`src/rtl/tag_alloc32_pkg.sv`:
```
// Shared sizes and helpers for the 32-entry tag allocator.
package tag_alloc32_pkg;
  localparam int TAG_W    = 5;
  localparam int NUM_TAGS = 32;
  localparam int CNT_W    = 6;

  // Tag 0 is hardwired-style (x0) and never handed out.
  localparam logic [NUM_TAGS-1:0] DEFAULT_RESERVED_MASK = 32'h0000_0001;

  function automatic logic [CNT_W-1:0] popcount32(input logic [NUM_TAGS-1:0] v);
    logic [CNT_W-1:0] c;
    c = '0;
    for (int i = 0; i < NUM_TAGS; i++) c = c + CNT_W'(v[i]);
    return c;
  endfunction

  function automatic logic [NUM_TAGS-1:0] dec_onehot(input logic [TAG_W-1:0] tag);
    return NUM_TAGS'(1) << tag;
  endfunction
endpackage

```
`src/rtl/tag_alloc32_penc32.sv`:
```
// Combinational 32->5 priority encoder, lowest set index wins.
module penc32
  import tag_alloc32_pkg::*;
(
  input  logic [NUM_TAGS-1:0] req,
  output logic [TAG_W-1:0]    tag,
  output logic                any
);
  logic [3:0] grp_any;
  logic [2:0] grp_idx [4];

  // Four 8-entry groups resolve locally, then the lowest non-empty group is picked.
  always_comb begin
    for (int g = 0; g < 4; g++) begin
      grp_any[g] = |req[g*8 +: 8];
      grp_idx[g] = '0;
      for (int i = 7; i >= 0; i--) begin
        if (req[g*8 + i]) grp_idx[g] = 3'(i);
      end
    end
  end

  always_comb begin
    tag = '0;
    for (int g = 3; g >= 0; g--) begin
      if (grp_any[g]) tag = {2'(g), grp_idx[g]};
    end
  end

  assign any = |grp_any;
endmodule

```
`src/rtl/tag_alloc32.sv`:
```
// 32-entry tag allocator: registered free map, lowest-free tag offered under valid/ready.
module tag_alloc32
  import tag_alloc32_pkg::*;
#(
  parameter logic [NUM_TAGS-1:0] RESERVED_MASK = DEFAULT_RESERVED_MASK
) (
  input  logic             clk,
  input  logic             rst_aL,
  input  logic             flush,
  input  logic             alloc_ready,
  output logic             alloc_valid,
  output logic [TAG_W-1:0] alloc_tag,
  input  logic             free_valid,
  input  logic [TAG_W-1:0] free_tag,
  output logic [CNT_W-1:0] free_cnt,
  output logic             err
);
  localparam logic [NUM_TAGS-1:0] MAP_RST = ~RESERVED_MASK;
  localparam logic [CNT_W-1:0]    CNT_RST = popcount32(~RESERVED_MASK);

  logic [NUM_TAGS-1:0] map_q;
  logic [NUM_TAGS-1:0] map_nxt;
  logic [NUM_TAGS-1:0] clr_vec;
  logic [NUM_TAGS-1:0] set_vec;
  logic [CNT_W-1:0]    cnt_q;
  logic [CNT_W-1:0]    cnt_nxt;
  logic                err_q;
  logic                alloc_fire;
  logic                free_ok;
  logic                free_bad;

  // Outputs depend only on the map flops, so a freed tag is never offered in its own cycle.
  penc32 u_penc (
    .req (map_q),
    .tag (alloc_tag),
    .any (alloc_valid)
  );

  assign alloc_fire = alloc_valid & alloc_ready;
  assign free_ok    = free_valid & ~map_q[free_tag] & ~RESERVED_MASK[free_tag];
  assign free_bad   = free_valid & ~free_ok;

  assign clr_vec = alloc_fire ? dec_onehot(alloc_tag) : '0;
  assign set_vec = free_ok    ? dec_onehot(free_tag)  : '0;
  assign map_nxt = (map_q & ~clr_vec) | set_vec;

  always_comb begin
    cnt_nxt = cnt_q;
    case ({alloc_fire, free_ok})
      2'b10:   cnt_nxt = cnt_q - CNT_W'(1);
      2'b01:   cnt_nxt = cnt_q + CNT_W'(1);
      default: cnt_nxt = cnt_q;
    endcase
  end

  always_ff @(posedge clk or negedge rst_aL) begin
    if (!rst_aL) begin
      map_q <= MAP_RST;
      cnt_q <= CNT_RST;
    end else if (flush) begin
      map_q <= MAP_RST;
      cnt_q <= CNT_RST;
    end else begin
      map_q <= map_nxt;
      cnt_q <= cnt_nxt;
    end
  end

  // err survives flush; only the async reset clears it.
  always_ff @(posedge clk or negedge rst_aL) begin
    if (!rst_aL) err_q <= 1'b0;
    else if (free_bad && !flush) err_q <= 1'b1;
  end

  assign free_cnt = cnt_q;
  assign err      = err_q;
endmodule
```
`config.mk`:
```
export PLATFORM = sky130hd
export DESIGN_NAME = tag_alloc32
export DESIGN_NICKNAME = d
export VERILOG_FILES = /design/src/rtl/tag_alloc32_pkg.sv /design/src/rtl/tag_alloc32_penc32.sv /design/src/rtl/tag_alloc32.sv
export SDC_FILE = /design/constraint.sdc
export NUM_CORES = 1
export LEC_CHECK = 0
export CAP_MARGIN = 10
export CORE_MARGIN = 4
export CORE_UTILIZATION = 40
export DETAILED_ROUTE_END_ITERATION = 12
export PLACE_DENSITY = 0.62
export SLEW_MARGIN = 20
export SYNTH_ARGS = -nofsm -noshare
export SYNTH_HDL_FRONTEND = slang
export SYNTH_SLANG_ARGS = --single-unit
```
`constraint.sdc`:
```
create_clock -name clk -period 6.4 [get_ports clk]
set_input_delay 0.64 -clock clk [delete_from_list [all_inputs] [get_ports clk]]
set_output_delay 0.64 -clock clk [all_outputs]
set_load 0.005 [all_outputs]
```
# == After elaboration in Yosys (flattened, before gate mapping) ==
# Memory sizes are Yosys's and may differ from the RTL's.
# Cells that the tools add are included.
# W data, S select, Z words.
# classes
reduce_logical,8
mux,44
bitwise,10
shift,2
n_addsub,2
n_eq_ne,2
n_lt_le_gt_ge,1
# ops
cell,count
$mux W3,32
$mux W32,3
$shl A1 B5 Y32 const A,2
$and A32 B32 Y32,1
$not A32 Y32,1
$or A32 B32 Y32,1
$reduce_or A32 Y1,1
$reduce_or A8 Y1,4
$mux W5,4
$pmux W6 S2,1
$add A6 B1 Y6 const B,1
$lt A5 B6 Y1 const B,1
$mux W6,1
$sub A6 B1 Y6 const B,1
$bmux W1 S5,1
$and A1 B1 Y1,4
$not A1 Y1,3
$reduce_bool A3 Y1,1
$eq A2 B1 Y1 const B,1
$eq A2 B2 Y1 const B,1
$mux W1,2
$logic_and A1 B1 Y1,1
$logic_not A1 Y1,1
# word_totals
regBits,39
mem_bits_ro,32
n_memories,1
out_inout_bits,13
# memory_table
name,depth,word_bits,rd,rd_clocked_by_memory_dff,write_ports,line,source
(name not given),32,1,1,0,0,tag_alloc32.sv:40,assign free_ok = free_valid & ~map_q[free_tag] & ~RESERVED_MASK[free_tag];

# == Longest topological paths before layout ==
# logic_depth
depth_word,18
ltp_mapped,14

# == By module ==
# A second synthesis with hierarchy kept.
# hier_totals
hier_cells,311
area_unflattened_um2,2792.7
# modules_own_cells
module,area_per_inst_um2,seq_area_each_um2,cells_each,instances
tag_alloc32,2384.8,1021.0,246,1
penc32,407.9,0.0,65,1

# == Worst setup path before layout ==
# Ideal clock, no wire load.
# synth_path
path_kind,input -> register
startpoint,input port free_tag[1]
endpoint,register cnt_q[5] (netlist: free_cnt[5])
setup_time_ns,0.132
setup_slack_ns,2.890
arrival_ns,3.378
path_stages,13
n_path_buf,1
required_time_ns,6.268
cell_sequence,buf_2 -> mux4_2 -> a22o_1 -> a311oi_2 -> o211ai_1 -> ha_1 -> a21o_1 -> a21oi_1 -> o21bai_1 -> a211oi_1 -> o2bb2ai_1 -> xnor2_1 -> nor2_1
# synth_between
elab_chain_cells,8
word_cells_on_any_way,13
# synth_lines
element,line,source
from (decl),tag_alloc32.sv:14,"input logic [TAG_W-1:0] free_tag,"
$bmux W1 S5,tag_alloc32.sv:40,
$mux W1 (not written as such),tag_alloc32.sv:40,
$not A1 Y1,tag_alloc32.sv:40,
$and A1 B1 Y1,tag_alloc32.sv:40,
$and A1 B1 Y1 (*),tag_alloc32.sv:40,
$eq A2 B1 Y1 or $eq A2 B2 Y1 (tied branches),tag_alloc32.sv:49,"case ({alloc_fire, free_ok})"
$pmux W6 S2,tag_alloc32.sv:49,
$mux W6,tag_alloc32.sv:60,end else if (flush) begin
to (signal assigned),tag_alloc32.sv:65,cnt_q <= cnt_nxt;
to (decl),tag_alloc32.sv:25,logic [CNT_W-1:0] cnt_q;
# Every way passes the cells marked *; elsewhere a longest branch is shown, timed or not. The select of a mux whose other input is x is not followed.
# A chain may end at the register's enable or synchronous reset.

# == Worst setup path after layout ==
# layout_path
startpoint,input port free_tag[0]
endpoint,register cnt_q[5] (netlist: free_cnt[5])
# The elaborated chain is that of the path after synthesis.

==> out/summary.txt <==
first-pass GRT wire length: 13720 um
setup TNS: 0 ns
Sw Ratio: 0.2919
#FFs+latches synth: 39
Crit. End Element: flop
fin area: 3208 um2
CP max stage cell: clkdlybuf4s50_1
Clock transition at path regs: 0.08 ns
GR peak layer: met2
clk_lat worst skew: 0.29 ns
wirelength, routed: 8498 um
Netlist Area Pre-Place: 2816 um2
Post-synth EDFFs: 0
Crit path required time: 6.57 ns
# H-tree levels: 2
setup bufs post-CTS: 0
Simple-Gate Fraction of Synth Area: 0.2403
DRC: 0
max_cap viols: 0
fmax: 230.3 MHz
CTS max path bufs: 2
Critical Path Start Type: primary input
Layout area overhead: 13.91%
Internal: 391.6 uW
Die Wd: 91.91 um
root buffer cell: clkbuf_8
layout cell share with drive strength beyond 1: 0.2047
Num CTS Buffers: 5
minimum setup slack among reg-to-reg paths: 2.75 ns
Syn Nets: 332
Post-synth top flop: dfstp_2
max-slew violations: 0
Core Rows: 30
wire length per cell: 19.63 um
Avg Cell Area, Syn: 8.885 um2
Async SR Flop Fraction: 1.000
Vias/cell: 6.118
Static Leakage: 1.170 nW
worst-path cell chain: clkdlybuf4s50_1 -> mux4_2 -> a22o_1 -> a311oi_2 -> o211ai_1 -> ha_1 -> a21o_1 -> a21oi_1 -> o21bai_1 -> a211oi_1 -> o2bb2ai_1 -> xnor2_1 -> nor2_1
switching power: 161.5 uW
DP Wirelength: 5959 um
post-synthesis compound-gate area fraction: 0.2705
Initial Utilization: 0.4123
M3 GR Usage: 0.03938
CTS tree: done
endpoints failing setup: 0
VDD IR max: 64.89 uV
post-cts repair resize count: 0
sequential area share after synthesis: 0.3625
largest family of logic cells by synthesized area: compound AO/OA/AOI/OAI gates
Synth Area in Adders: 0.02488
global route overflow: 0
RSZ-0062 raised after global routing: false
fin crit share: 0.6784
GR Layer Usage met1: 0.2995
Flop pwr share: 0.483
xor and xnor area share after synthesis: 0.02132
relative slew slack: 0.4108
vias after detailed routing: 2649
mux cell area share after synthesis: 0.03732
M2 GR Usage: 0.3029
initial antenna violation count: 0
Die H: 91.91 um
placed inst area: 3117 um2
pwr dens: 172.4 nW/um2
Yosys warning total: 0
TritonRoute pass-1 iters: 5
fin crit period: 4.341 ns
Post-CTS Hold Fix Bufs: 0
IO Port Bufs: 22
Worst path max stage delay: 0.97 ns
Clock Power Share: 0.317
post-synth cell types: 65
final hold vios: 0
post-route ant nets: 0
Worst Max-Slew Pin Slew: 0.8837 ns
clock tree sinks: 39
Iteration-0 DRC Markers: 247
HP Class: primary input to async pin
Die Area: 8447 um2
most frequent cells in the layout: dfstp_2, nor2_1, clkdlybuf4s50_1, nand2_1
Total Routing Usage GR: 0.2062
combinational group share of total power: 0.200
critical path class: primary input to flop
status: completed
commonest non-fill, non-tap cell in the layout: dfstp_2
Post-Synthesis Cells: 317
Final Wtd Congestion: 0.9129
largest net degree at the start of global routing: 40
post-layout util: 0.4696
CP Max Fanout: 21
Core Region: 6832 um2
Crit path arrival time: 4.51 ns
number of global-route vias before repair: 2489
I/O Pins: 23
Final #Nets: 351
Antenna Cells: 0
clock skew: 0.008464 ns
-- cells in the mapped netlist, drive strengths merged, types with 3 or more instances --
cell,n,area [um2]
dfrtp,3,75.07
nor3,7,35.03
and2,3,18.77
or4,3,26.27
clkbuf,8,30.03
o21bai,3,22.52
mux2i,6,60.06
and3,6,37.54
o2111ai,5,43.79
nand3,15,80.08
o22ai,11,68.82
nor4,8,62.56
o31ai,7,52.55
a31o,3,26.28
nor3b,3,22.52
a31oi,8,50.05
a21oi,17,88.84
o32ai,8,70.07
xnor2,4,35.03
nand3b,6,45.04
nor2,33,133.9
ha,4,50.05
nor2b,7,43.79
o21ai,26,133.9
o2bb2ai,4,35.03
inv,17,63.81
nand2,20,82.58
a311oi,3,32.53
buf,5,27.53
nand2b,4,32.53
dfstp,36,945.9
-- metrics by stage --
step	power [mW]	cells	hold WS [ns]	setup WS [ns]
detailed placement	0.3798	425	0.4628	1.767
finish	0.5531	433	0.4642	2.059
CTS	0.5588	433	0.4872	2.086
floorplan	0.3346	317	0.3444	2.890
global route	0.5836	433	0.5069	1.741
global placement	0.3798	425	0.4558	1.888
-- critical path: cells and delay by family --
family | cells | cell delay (ns)
AND/OR/NAND/NOR | 1 | 0.05
adder cells (fa/ha/maj) | 1 | 0.38
AO/OA/AOI/OAI | 8 | 1.76
XOR/XNOR | 1 | 0.13
buffers and inverters | 1 | 0.97
multiplexers | 1 | 0.58
-- power by group through the flow --
stage / clock, mW / combinational [mW] / sequential, mW
global route: 0.192 / 0.122 / 0.269
finish: 0.175 / 0.111 / 0.267
floorplan: 0 / 0.0650 / 0.270
global placement: 0 / 0.109 / 0.271
CTS: 0.181 / 0.110 / 0.267
detailed placement: 0 / 0.109 / 0.271
-- flip-flops by register name, summed over array words and instances (netlist names) --
name,cells
free_cnt,6
err,1
map_q,32
-- logic make-up after synthesis --
group | after synthesis
xor gates and xnor gates | 6
buffers and inverters | 30
muxes | 8
adders and majority gates | 5
DFF | 39
AOI/OAI and AO/OA | 107
and+or+nand+nor | 122
-- routing by layer --
metal,part of all wire,routed length (um),up-vias
met4,0.028,239,0
met3,0.074,633,20
li1,-,-,1239
met1,0.45,3851,1273
met2,0.44,3773,117
met5,0,0,-
-- final timing paths --
path / from / endpoint / cells past startpoint
setup / recovery: free_tag[0] / free_cnt[5] / 13
hold / removal: rst_aL / map_q[0] / 1
setup reg to reg: map_q[9] / free_cnt[5] / 12
hold reg to reg: err / err / 1
max in group asynchronous: rst_aL / free_cnt[5] / 1
min in group clk: err / err / 1
-- cell type report --
class / count / area, um2
Inverter: 17 / 63.81
Multi-Input combinational cell: 248 / 1674
Fill cell: 688 / 3623
Timing Repair Buffer: 25 / 237.7
Tap cell: 96 / 120.1
Clock inverter: 1 / 5.005
Clock buffer: 7 / 86.33
Sequential cell: 39 / 1021
No activity file was read; power rests on OpenSTA's default activity.
